==> config.mk <==
export PLATFORM = sky130hd
export DESIGN_NAME = morse_capture_adapt
export DESIGN_NICKNAME = d
export VERILOG_FILES = /design/src/rtl/morse_capture_adapt_pkg.sv /design/src/rtl/morse_capture_adapt_counter.sv /design/src/rtl/morse_capture_adapt.sv
export SDC_FILE = /design/constraint.sdc
export NUM_CORES = 1
export LEC_CHECK = 0
export CAP_MARGIN = 20
export CORE_MARGIN = 2
export CORE_UTILIZATION = 46
export DETAILED_ROUTE_END_ITERATION = 12
export GPL_TIMING_DRIVEN = 1
export PLACE_DENSITY_LB_ADDON = 0.15
export SETUP_SLACK_MARGIN = 0.15
export SLEW_MARGIN = 20
export SYNTH_ARGS = -nofsm -noshare
export SYNTH_HDL_FRONTEND = slang
export SYNTH_SLANG_ARGS = --single-unit
==> constraint.sdc <==
create_clock -name clk -period 8.6 [get_ports clk]
set_clock_uncertainty 0.1 [all_clocks]
set_input_delay 1.72 -clock clk [delete_from_list [all_inputs] [get_ports clk]]
set_output_delay 1.72 -clock clk [all_outputs]
set_load 0.005 [all_outputs]
==> src/rtl/morse_capture_adapt_pkg.sv <==
// Shared definitions for the Morse capture block: default sizes, FSM state
// encodings and the dit-unit multipliers used for timing thresholds.
package morse_capture_adapt_pkg;

  localparam int CNT_W_DEF     = 16;
  localparam int MAX_LEN_DEF   = 6;

  localparam int DAH_MULT      = 2;
  localparam int CHAR_GAP_MULT = 2;
  localparam int WORD_GAP_MULT = 5;
  localparam int LONG_MULT     = 7;

  typedef enum logic [1:0] {
    ST_IDLE    = 2'd0,
    ST_MARK    = 2'd1,
    ST_SPACE   = 2'd2,
    ST_LOCKOUT = 2'd3
  } state_t;

endpackage

==> src/rtl/morse_capture_adapt_counter.sv <==
// Saturating pulse-length counter: clears to 0 on reset, restarts at 1 on load1,
// otherwise counts up on each enabled cycle and holds at all-ones.
module morse_capture_adapt_counter #(
  parameter int W = 16
) (
  input  logic         clk,
  input  logic         rst,
  input  logic         en,
  input  logic         load1,
  output logic [W-1:0] count
);

  always_ff @(posedge clk) begin
    if (rst) begin
      count <= '0;
    end else if (en) begin
      if (load1)
        count <= {{(W-1){1'b0}}, 1'b1};
      else if (count != '1)
        count <= count + {{(W-1){1'b0}}, 1'b1};
    end
  end

endmodule

==> src/rtl/morse_capture_adapt.sv <==
// Morse keying capture: times marks/spaces, assembles dit/dah characters and
// word gaps into records behind a one-entry ready/valid buffer.
// Optional dit-unit adaptation is enabled by defining MORSE_CAPTURE_ADAPT_EN.
//
//   state      | meaning
//   -----------+--------------------------------------------------------------
//   ST_IDLE    | between words, waiting for the first mark
//   ST_MARK    | key down, timing the current element
//   ST_SPACE   | key up, waiting for next element, char gap or word gap
//   ST_LOCKOUT | mark exceeded the long limit, waiting for key release
module morse_capture_adapt
  import morse_capture_adapt_pkg::*;
#(
  parameter  int CNT_W   = CNT_W_DEF,
  parameter  int MAX_LEN = MAX_LEN_DEF,
  localparam int LEN_W   = $clog2(MAX_LEN + 1)
) (
  input  logic               clk,
  input  logic               aclr,
  input  logic               ce,
  input  logic               signal,
  input  logic [CNT_W-1:0]   dit_time_init,
  input  logic [CNT_W-1:0]   tol_time,
  output logic               out_valid,
  input  logic               out_ready,
  output logic [LEN_W-1:0]   out_len,
  output logic [MAX_LEN-1:0] out_bits,
  output logic               out_error,
  output logic               out_word_end,
  output logic [CNT_W-1:0]   cur_dit_time,
  output logic               overrun
);

  localparam int TW = CNT_W + 3;

  state_t             state, state_nxt;
  logic               last_signal;
  logic [CNT_W-1:0]   count;
  logic [LEN_W-1:0]   len, len_nxt;
  logic [MAX_LEN-1:0] bits, bits_nxt;
  logic               err, err_nxt;
  logic               char_act, char_act_nxt;
  logic               emit, emit_word;
  logic               rise, fall, full, is_dah, long_hit;
  logic [TW-1:0]      d_ext, cnt_ext, thr_dah, thr_char, thr_word, thr_long;

  assign rise = signal & ~last_signal;
  assign fall = ~signal & last_signal;

  morse_capture_adapt_counter #(.W(CNT_W)) u_counter (
    .clk   (clk),
    .rst   (aclr),
    .en    (ce),
    .load1 (signal != last_signal),
    .count (count)
  );

  always_ff @(posedge clk) begin
    if (aclr)
      last_signal <= 1'b0;
    else if (ce)
      last_signal <= signal;
  end

  // Widened arithmetic so 7*D + tol cannot wrap.
  assign d_ext    = TW'(cur_dit_time);
  assign cnt_ext  = TW'(count);
  assign thr_dah  = d_ext * TW'(DAH_MULT);
  assign thr_char = d_ext * TW'(CHAR_GAP_MULT);
  assign thr_word = d_ext * TW'(WORD_GAP_MULT);
  assign thr_long = d_ext * TW'(LONG_MULT) + TW'(tol_time);

  assign is_dah   = cnt_ext > thr_dah;
  assign long_hit = cnt_ext > thr_long;
  assign full     = (len == LEN_W'(MAX_LEN));

  always_ff @(posedge clk) begin
    if (aclr) begin
      state    <= ST_IDLE;
      len      <= '0;
      bits     <= '0;
      err      <= 1'b0;
      char_act <= 1'b0;
    end else begin
      state    <= state_nxt;
      len      <= len_nxt;
      bits     <= bits_nxt;
      err      <= err_nxt;
      char_act <= char_act_nxt;
    end
  end

  always_comb begin
    state_nxt    = state;
    len_nxt      = len;
    bits_nxt     = bits;
    err_nxt      = err;
    char_act_nxt = char_act;
    emit         = 1'b0;
    emit_word    = 1'b0;
    if (ce) begin
      unique case (state)
        ST_IDLE: begin
          if (rise) begin
            state_nxt    = ST_MARK;
            len_nxt      = '0;
            bits_nxt     = '0;
            err_nxt      = 1'b0;
            char_act_nxt = 1'b1;
          end
        end
        ST_MARK: begin
          // An over-long mark is flagged even if it ends on this very cycle.
          if (long_hit) begin
            err_nxt   = 1'b1;
            state_nxt = fall ? ST_SPACE : ST_LOCKOUT;
          end else if (fall) begin
            state_nxt = ST_SPACE;
            if (full) begin
              err_nxt = 1'b1;
            end else begin
              bits_nxt = {bits[MAX_LEN-2:0], is_dah};
              len_nxt  = len + LEN_W'(1);
            end
          end
        end
        ST_LOCKOUT: begin
          if (fall)
            state_nxt = ST_SPACE;
        end
        ST_SPACE: begin
          if (rise) begin
            state_nxt    = ST_MARK;
            char_act_nxt = 1'b1;
          end else if (char_act && (cnt_ext >= thr_char)) begin
            emit         = 1'b1;
            char_act_nxt = 1'b0;
            len_nxt      = '0;
            bits_nxt     = '0;
            err_nxt      = 1'b0;
          end else if (!char_act && (cnt_ext >= thr_word)) begin
            emit      = 1'b1;
            emit_word = 1'b1;
            state_nxt = ST_IDLE;
          end
        end
        default: state_nxt = ST_IDLE;
      endcase
    end
  end

  always_ff @(posedge clk) begin
    if (aclr) begin
      out_valid    <= 1'b0;
      out_len      <= '0;
      out_bits     <= '0;
      out_error    <= 1'b0;
      out_word_end <= 1'b0;
      overrun      <= 1'b0;
    end else begin
      if (emit && (!out_valid || out_ready)) begin
        out_valid    <= 1'b1;
        out_len      <= emit_word ? '0 : len;
        out_bits     <= emit_word ? '0 : bits;
        out_error    <= emit_word ? 1'b0 : err;
        out_word_end <= emit_word;
      end else if (out_valid && out_ready) begin
        out_valid <= 1'b0;
      end
      if (emit && out_valid && !out_ready)
        overrun <= 1'b1;
    end
  end

`ifdef MORSE_CAPTURE_ADAPT_EN
  logic [CNT_W-1:0] dit_q;
  logic [TW-1:0]    dit_adj;
  logic             adapt_hit;

  assign adapt_hit = ce && (state == ST_MARK) && fall && !long_hit && !is_dah && !full && !err;
  assign dit_adj   = TW'(dit_q) - TW'(dit_q >> 2) + TW'(count >> 2);

  always_ff @(posedge clk) begin
    if (aclr) begin
      dit_q <= dit_time_init;
    end else if (ce && (state == ST_IDLE)) begin
      dit_q <= dit_time_init;
    end else if (adapt_hit) begin
      if (dit_adj == '0)
        dit_q <= {{(CNT_W-1){1'b0}}, 1'b1};
      else if (dit_adj > TW'({CNT_W{1'b1}}))
        dit_q <= '1;
      else
        dit_q <= dit_adj[CNT_W-1:0];
    end
  end

  assign cur_dit_time = dit_q;
`else
  assign cur_dit_time = dit_time_init;
`endif

endmodule

---- After elaboration in Yosys (flattened, before gate mapping) ----
Index checks and enable logic that the tools add are counted.
cells by class
  add/sub/neg operators ................... 3
  multipliers ............................. 2
  $lt $le $gt $ge ......................... 4
  equality and inequality tests ........... 17
  multiplexer cells ....................... 48
  bitwise logic cells ..................... 4
  reduce and logical (&&, ||, !) cells .... 20
operators with widths
  operator                 number
  $mux W6                  7
  $mul A16 B3 Y19 const B  2
  $mux W16                 2
  $mux W1                  21
  $mux W3                  7
  $add A19 B16 Y19         1
  $ge A16 B19 Y1           1
  $gt A16 B19 Y1           1
  $pmux W6 S3              1
  $ge A16 B17 Y1           1
  $gt A16 B17 Y1           1
  $add A16 B1 Y16 const B  1
  $ne A16 B16 Y1 const B   1
  $ne A3 B3 Y1 const B     5
  $mux W2                  6
  $ne A2 B2 Y1 const B     6
  $pmux W3 S3              1
  $pmux W2 S4              1
  $reduce_and A4 Y1        2
  $reduce_and A8 Y1        1
  $reduce_and A7 Y1        1
  $logic_and A1 B1 Y1      6
  $reduce_bool A2 Y1       3
  $eq A2 B2 Y1 const B     2
  other kinds (13)         17
storage, ports and cells
  register bits after elaboration ......... 43
  bits of input ports ..................... 37
  output and inout port bits .............. 29
  logic and storage cells ................. 111

---- Longest topological paths before layout ----
  word-level depth ........................ 10
  depth in mapped cells ................... 22
  gate-level depth less buffers ........... 22

---- By module ----
From an unflattened synthesis, not the netlist that was laid out.
second synthesis, totals
  cell total of the unflattened synthesis .. 701
  area, all modules ....................... 5,830.6 sq um
by module, submodules not included
  module                       times used  cells each  area an instance (sq um)  sequential area each (sq um)
  morse_capture_adapt          1           580         4,854.7                   540.5
  morse_capture_adapt_counter  1           121         975.9                     320.3

---- Worst setup path before layout ----
OpenSTA, ideal clock, no wires.
  kind .................................... input to register
  start ................................... input dit_time_init[0]
  end ..................................... register len[2]
  library setup time ...................... 122 ps
  arrival ................................. 6,395 ps
  required time ........................... 8,378 ps
  slack ................................... 1,983 ps
  cell stages on the path ................. 22
  buffers on the path ..................... 0
  cell sequence ........................... fa_1 -> inv_1 -> fa_1 -> inv_1 -> fa_1 -> a211oi_1 -> nor3_1 -> nor3_1 -> o211ai_1 -> a21o_1 -> a21o_1 -> a21oi_1 -> xor2_1 -> ha_1 -> and2_1 -> nand4_1 -> or3_1 -> a31oi_1 -> o311a_1 -> a21oi_2 -> and3b_1 -> a221o_1
between the ends
  longest elaborated chain between the ends .. 5
  elaborated cells between the ends (all ways) .. 8
RTL lines
  what                                  RTL line                   RTL
  start: declaration                    morse_capture_adapt.sv:22  input logic [CNT_W-1:0] dit_time_init,
  $mul A16 B3 Y19                       morse_capture_adapt.sv:71  assign thr_long = d_ext * TW'(LONG_MULT) + TW'(tol_time);
  $add A19 B16 Y19                      morse_capture_adapt.sv:71
  $gt A16 B19 Y1                        morse_capture_adapt.sv:74  assign long_hit = cnt_ext > thr_long;
  $ne A2 B2 Y1 (no source line)         n/a
  $reduce_and A8 Y1 (no source line) *  n/a
  end signal: assignment                morse_capture_adapt.sv:86  len <= len_nxt;
  end: declaration                      morse_capture_adapt.sv:39  logic [LEN_W-1:0] len, len_nxt;
Every way passes the cells marked *; elsewhere a longest branch is shown, timed or not.
A chain may end at the register's enable or synchronous reset.

---- Worst setup path after layout ----
Same ends and word-level chain as after synthesis.

==> metrics.txt <==
# TYPE chip_impl_metric gauge
chip_impl_metric{name="required",unit="ps"} 8680
chip_impl_metric{name="netSwitchingPower",unit="uW"} 377
chip_impl_info{name="cts_tree",value="done"} 1
chip_impl_metric{name="postSynthAreaPerCell",unit="sq um"} 8.36
chip_impl_info{name="global_route.peak_usage_layer",value="met2"} 1
chip_impl_metric{name="floorplan.core_area",unit="sq um"} 12500
chip_impl_metric{name="groute.layer.met2.usage",unit="%"} 36.2
chip_impl_info{name="unrepaired_setup_endpoints_after_global_routing",value="false"} 1
chip_impl_metric{name="floorplan.die_area",unit="sq um"} 13500
chip_impl_metric{name="fin_crit",unit="ps"} 7590
chip_impl_metric{name="finish.instance_area",unit="sq um"} 6660
chip_impl_metric{name="cp_data_arrival_time",unit="ps"} 7660
chip_impl_info{name="synth_top_family_by_area",value="adder cells"} 1
chip_impl_metric{name="insertion_delay",unit="ps"} 280
chip_impl_metric{name="fin_setup_tns",unit="ps"} 0
chip_impl_metric{name="postSynth.asyncResetShare",unit="%"} 0
chip_impl_metric{name="routedWlPerCell",unit="um"} 15.3
chip_impl_metric{name="start_util",unit="%"} 46.5
chip_impl_info{name="status",value="complete, no violations"} 1
chip_impl_metric{name="drtAntennaViolNets",unit=""} 0
chip_impl_metric{name="clk_pin_slew_worst_paths",unit="ps"} 70
chip_impl_metric{name="route.final.wire_length",unit="mm"} 13.9
chip_impl_info{name="hold_removal_path_class",value="reg2reg"} 1
chip_impl_metric{name="achievable-frequency",unit="MHz"} 132
chip_impl_info{name="timing.critical_path.from_type",value="input pin"} 1
chip_impl_metric{name="yosysTopAreaCellShare",unit="%"} 22.2
chip_impl_metric{name="cts_made_buffers",unit=""} 5
chip_impl_metric{name="detailed_place.area",unit="sq um"} 6510
chip_impl_info{name="reg2reg_from",value="u_counter.count[6]$_SDFFE_PP0P_"} 1
chip_impl_info{name="post-synth-top-count-cell",value="sky130_fd_sc_hd__ha_1"} 1
chip_impl_metric{name="cts_buffer_depth",unit=""} 2
chip_impl_metric{name="count_of_endpoints_failing_hold_in_the_final_timing_report",unit=""} 0
chip_impl_metric{name="synth_edf_count",unit=""} 0
chip_impl_metric{name="fillerInstances",unit=""} 1171
chip_impl_metric{name="vdd_drop_max",unit="uV"} 83.6
chip_impl_metric{name="synth_compound_gate_area_share",unit="%"} 22.3
chip_impl_metric{name="sequential_cell_area",unit="sq um"} 861
chip_impl_metric{name="seq_power_share",unit="%"} 22.3
chip_impl_metric{name="syn2layout_area_growth",unit="%"} 14.9
chip_impl_info{name="cts.root.buffer_cell",value="sky130_fd_sc_hd__clkbuf_16"} 1
chip_impl_metric{name="worst_pin_slew",unit="ps"} 802
chip_impl_metric{name="critical_path_peak_fanout",unit=""} 8
chip_impl_metric{name="initial_antenna_violation_count",unit=""} 0
chip_impl_metric{name="p_int",unit="uW"} 534
chip_impl_metric{name="nNetsFinal",unit=""} 909
chip_impl_metric{name="max_cap_viol_count",unit=""} 0
chip_impl_metric{name="hpwl",unit="mm"} 11.4
chip_impl_metric{name="globalRouteMet3Util",unit="%"} 2.65
chip_impl_info{name="setup.worst_path.end_class",value="register"} 1
chip_impl_metric{name="global_route_wire_length_before_repair",unit="mm"} 23.9
chip_impl_info{name="timing.critical_path.from",value="dit_time_init[0]"} 1
chip_impl_metric{name="timing.reg2reg.setup_slack",unit="ps"} 5360
chip_impl_metric{name="netlist_area",unit="sq um"} 5800
chip_impl_info{name="crit_type",value="in2reg"} 1
chip_impl_metric{name="power_density",unit="nW/um^2"} 137
chip_impl_metric{name="cts_post_setup_buffers_inserted",unit=""} 0
chip_impl_metric{name="synthesis.yosys.warnings",unit=""} 0
chip_impl_metric{name="gp_congestion",unit=""} 0.911
chip_impl_metric{name="count_of_inserted_antenna_diode_cells",unit=""} 0
chip_impl_metric{name="num_io_pins",unit=""} 66
chip_impl_info{name="ys_top_cells_by_count",value="103 x sky130_fd_sc_hd__ha_1, 84 x sky130_fd_sc_hd__inv_1, 50 x sky130_fd_sc_hd__a21oi_1"} 1
chip_impl_metric{name="timing.reg2reg.worst_path_depth",unit=""} 9
chip_impl_metric{name="drcViolationCount",unit=""} 0
chip_impl_metric{name="route.vias.total",unit=""} 5112
chip_impl_metric{name="timing.slew.headroom",unit="%"} 46.4
chip_impl_metric{name="xor_xnor_portion_of_the_synthesized_cell_area",unit="%"} 5.14
chip_impl_metric{name="post_cts.resized_instances",unit=""} 0
chip_impl_metric{name="grt_max_degree",unit=""} 27
chip_impl_metric{name="multiInputGateArea",unit="sq um"} 4450
chip_impl_metric{name="io_buffers",unit=""} 65
chip_impl_metric{name="global_route.overflow_total",unit=""} 0
chip_impl_metric{name="share_of_synthesized_cell_area_in_full_adder_half_adder_and_majority_cells",unit="%"} 32.9
chip_impl_metric{name="grtUsageTotal",unit="%"} 21.8
chip_impl_metric{name="die_width",unit="um"} 116
chip_impl_metric{name="synth_cell_type_count",unit=""} 68
chip_impl_metric{name="floorplan.die.height",unit="um"} 116
chip_impl_metric{name="cts_hold_buf",unit=""} 0
chip_impl_metric{name="sw_share",unit="%"} 41.3
chip_impl_metric{name="synth.yosys.seq_area_share",unit="%"} 14.9
chip_impl_metric{name="drv_slew",unit=""} 0
chip_impl_info{name="synth_flop_cell",value="sky130_fd_sc_hd__dfxtp_1"} 1
chip_impl_metric{name="cts.sinks",unit=""} 43
chip_impl_metric{name="pwr-share-clk",unit="%"} 20.8
chip_impl_info{name="reg2reg_to",value="len[2]$_SDFFE_PP0P_"} 1
chip_impl_metric{name="firstDrtPassIters",unit=""} 5
chip_impl_info{name="synth_area_leader_cell",value="sky130_fd_sc_hd__ha_1"} 1
chip_impl_metric{name="ys_ff_latch",unit=""} 43
chip_impl_metric{name="p_comb_share",unit="%"} 56.9
chip_impl_metric{name="setup_viol_count_final",unit=""} 0
chip_impl_metric{name="drt_iter0_markers",unit=""} 317
chip_impl_metric{name="synthMuxAreaShare",unit="%"} 0.518
chip_impl_metric{name="h_tree_levels",unit=""} 2
chip_impl_metric{name="post_synth_inst_count",unit=""} 693
chip_impl_metric{name="post_synth_and_or_nand_nor_area_fraction",unit="%"} 15.7
chip_impl_metric{name="placementRows",unit=""} 41
chip_impl_metric{name="synth.net_count",unit=""} 864
chip_impl_metric{name="fin_crit_sh",unit="%"} 88.2
chip_impl_info{name="critical_path.endpoint",value="len[2]$_SDFFE_PP0P_"} 1
chip_impl_info{name="ys_top_cells_by_area",value="sky130_fd_sc_hd__ha_1 22%, sky130_fd_sc_hd__dfxtp_1 15%, sky130_fd_sc_hd__fa_1 11%"} 1
chip_impl_metric{name="drive_gt1_share",unit="%"} 3.65
chip_impl_metric{name="route.detailed.vias_per_inst",unit=""} 5.61
chip_impl_metric{name="vias_in_the_first_global_route",unit=""} 5020
chip_impl_metric{name="gr-usage-met1",unit="%"} 30.8
chip_impl_metric{name="leakage",unit="uW"} 0.00311
## worst min-delay path by stage
stage / slack [ps] / from / endpoint / cells past startpoint
detailed placement: 390 / out_word_end$_SDFFE_PP0P_ / out_word_end$_SDFFE_PP0P_ / 2
global route: 420 / out_word_end$_SDFFE_PP0P_ / out_word_end$_SDFFE_PP0P_ / 2
CTS: 400 / out_word_end$_SDFFE_PP0P_ / out_word_end$_SDFFE_PP0P_ / 2
finish: 400 / out_word_end$_SDFFE_PP0P_ / out_word_end$_SDFFE_PP0P_ / 2
floorplan: 350 / bits[5]$_SDFFE_PP0P_ / bits[5]$_SDFFE_PP0P_ / 1
global placement: 380 / out_word_end$_SDFFE_PP0P_ / out_word_end$_SDFFE_PP0P_ / 2
## power groups by stage
stage | Combinational [uW] | Clock (uW) | Sequential [uW]
after global placement | 500 | 0 | 207
after floorplan | 399 | 0 | 207
after detailed placement | 514 | 0 | 208
final | 518 | 190 | 203
after global routing | 588 | 204 | 203
after CTS | 517 | 192 | 203
## cell usage in the layout (no fill, tap or decap), types with 5 or more instances in the layout
cell type,n
sky130_fd_sc_hd__a22o_1,7
sky130_fd_sc_hd__o21bai_1,6
sky130_fd_sc_hd__or3_1,5
sky130_fd_sc_hd__a21oi_1,50
sky130_fd_sc_hd__a222oi_1,8
sky130_fd_sc_hd__o21a_1,7
sky130_fd_sc_hd__a21o_1,21
sky130_fd_sc_hd__inv_1,84
sky130_fd_sc_hd__xnor2_1,15
sky130_fd_sc_hd__nand3_1,14
sky130_fd_sc_hd__xor2_1,19
sky130_fd_sc_hd__ha_1,103
sky130_fd_sc_hd__and2_1,12
sky130_fd_sc_hd__nand4_1,14
sky130_fd_sc_hd__and3_1,8
sky130_fd_sc_hd__o21ai_0,34
sky130_fd_sc_hd__nand2b_1,7
sky130_fd_sc_hd__clkdlybuf4s50_1,65
sky130_fd_sc_hd__nor2_1,44
sky130_fd_sc_hd__a211oi_1,8
sky130_fd_sc_hd__nor3_1,11
sky130_fd_sc_hd__nor2b_1,7
sky130_fd_sc_hd__nand2_1,37
sky130_fd_sc_hd__clkbuf_16,5
sky130_fd_sc_hd__dfxtp_1,43
sky130_fd_sc_hd__fa_1,31
## logic make-up (layout without fill, tap and decap cells)
family / after synthesis / in the layout
AOI/OAI and AO/OA: 188 / 188
muxes: 3 / 3
DFF: 43 / 43
buffers and inverters: 114 / 160
adders and majority gates: 134 / 134
xor gates and xnor gates: 34 / 34
and+or+nand+nor: 177 / 177
## cell type report
class,instances,area share [%]
clock buffer,5,1.88
clock inverter,3,0.357
inverter,84,4.74
multi-input combinational,536,66.8
sequential,43,12.9
tap,172,3.23
timing repair buffer,68,10.1
## worst max-delay path: stages
cell	delay, ps
sky130_fd_sc_hd__clkdlybuf4s50_1	570
sky130_fd_sc_hd__fa_1	600
sky130_fd_sc_hd__inv_1	50
sky130_fd_sc_hd__fa_1	490
sky130_fd_sc_hd__inv_1	70
sky130_fd_sc_hd__fa_1	470
sky130_fd_sc_hd__a211oi_1	350
sky130_fd_sc_hd__nor3_1	150
sky130_fd_sc_hd__nor3_1	330
sky130_fd_sc_hd__o211ai_1	160
sky130_fd_sc_hd__a21o_1	210
sky130_fd_sc_hd__a21o_1	180
sky130_fd_sc_hd__a21oi_1	160
sky130_fd_sc_hd__xor2_1	90
sky130_fd_sc_hd__ha_1	300
sky130_fd_sc_hd__and2_1	150
sky130_fd_sc_hd__nand4_1	130
sky130_fd_sc_hd__or3_1	390
sky130_fd_sc_hd__a31oi_1	200
sky130_fd_sc_hd__o311a_1	300
sky130_fd_sc_hd__a21oi_2	140
sky130_fd_sc_hd__and3b_1	200
sky130_fd_sc_hd__a221o_1	250
## through the flow
step / utilization [%] / hold slack [ps] / power, uW / cells / setup slack (ps)
after global routing: 53.4 / 419 / 995 / 911 / 635
after floorplan: - / 350 / 605 / 693 / 1980
after detailed placement: 52.2 / 391 / 721 / 903 / 759
after global placement: 52.2 / 377 / 708 / 903 / 1020
final: 53.4 / 398 / 911 / 911 / 1010
after CTS: 53.4 / 404 / 912 / 911 / 1040
## metal layers
metal,routed length (um),up-vias
li1,-,2556
met1,6890,2410
met2,6370,132
met3,521,14
met4,145,0
met5,0,-
## sequential cells by signal (all words and copies together), names as in the netlist
| name | count |
|---|---|
| out_len | 3 |
| out_bits | 6 |
| out_error | 1 |
| len | 3 |
| out_valid | 1 |
| last_signal | 1 |
| out_word_end | 1 |
| overrun | 1 |
| char_act | 1 |
| bits | 6 |
| u_counter.count | 16 |
| state | 2 |
| err | 1 |
No activity file was read; power rests on OpenSTA's default activity.
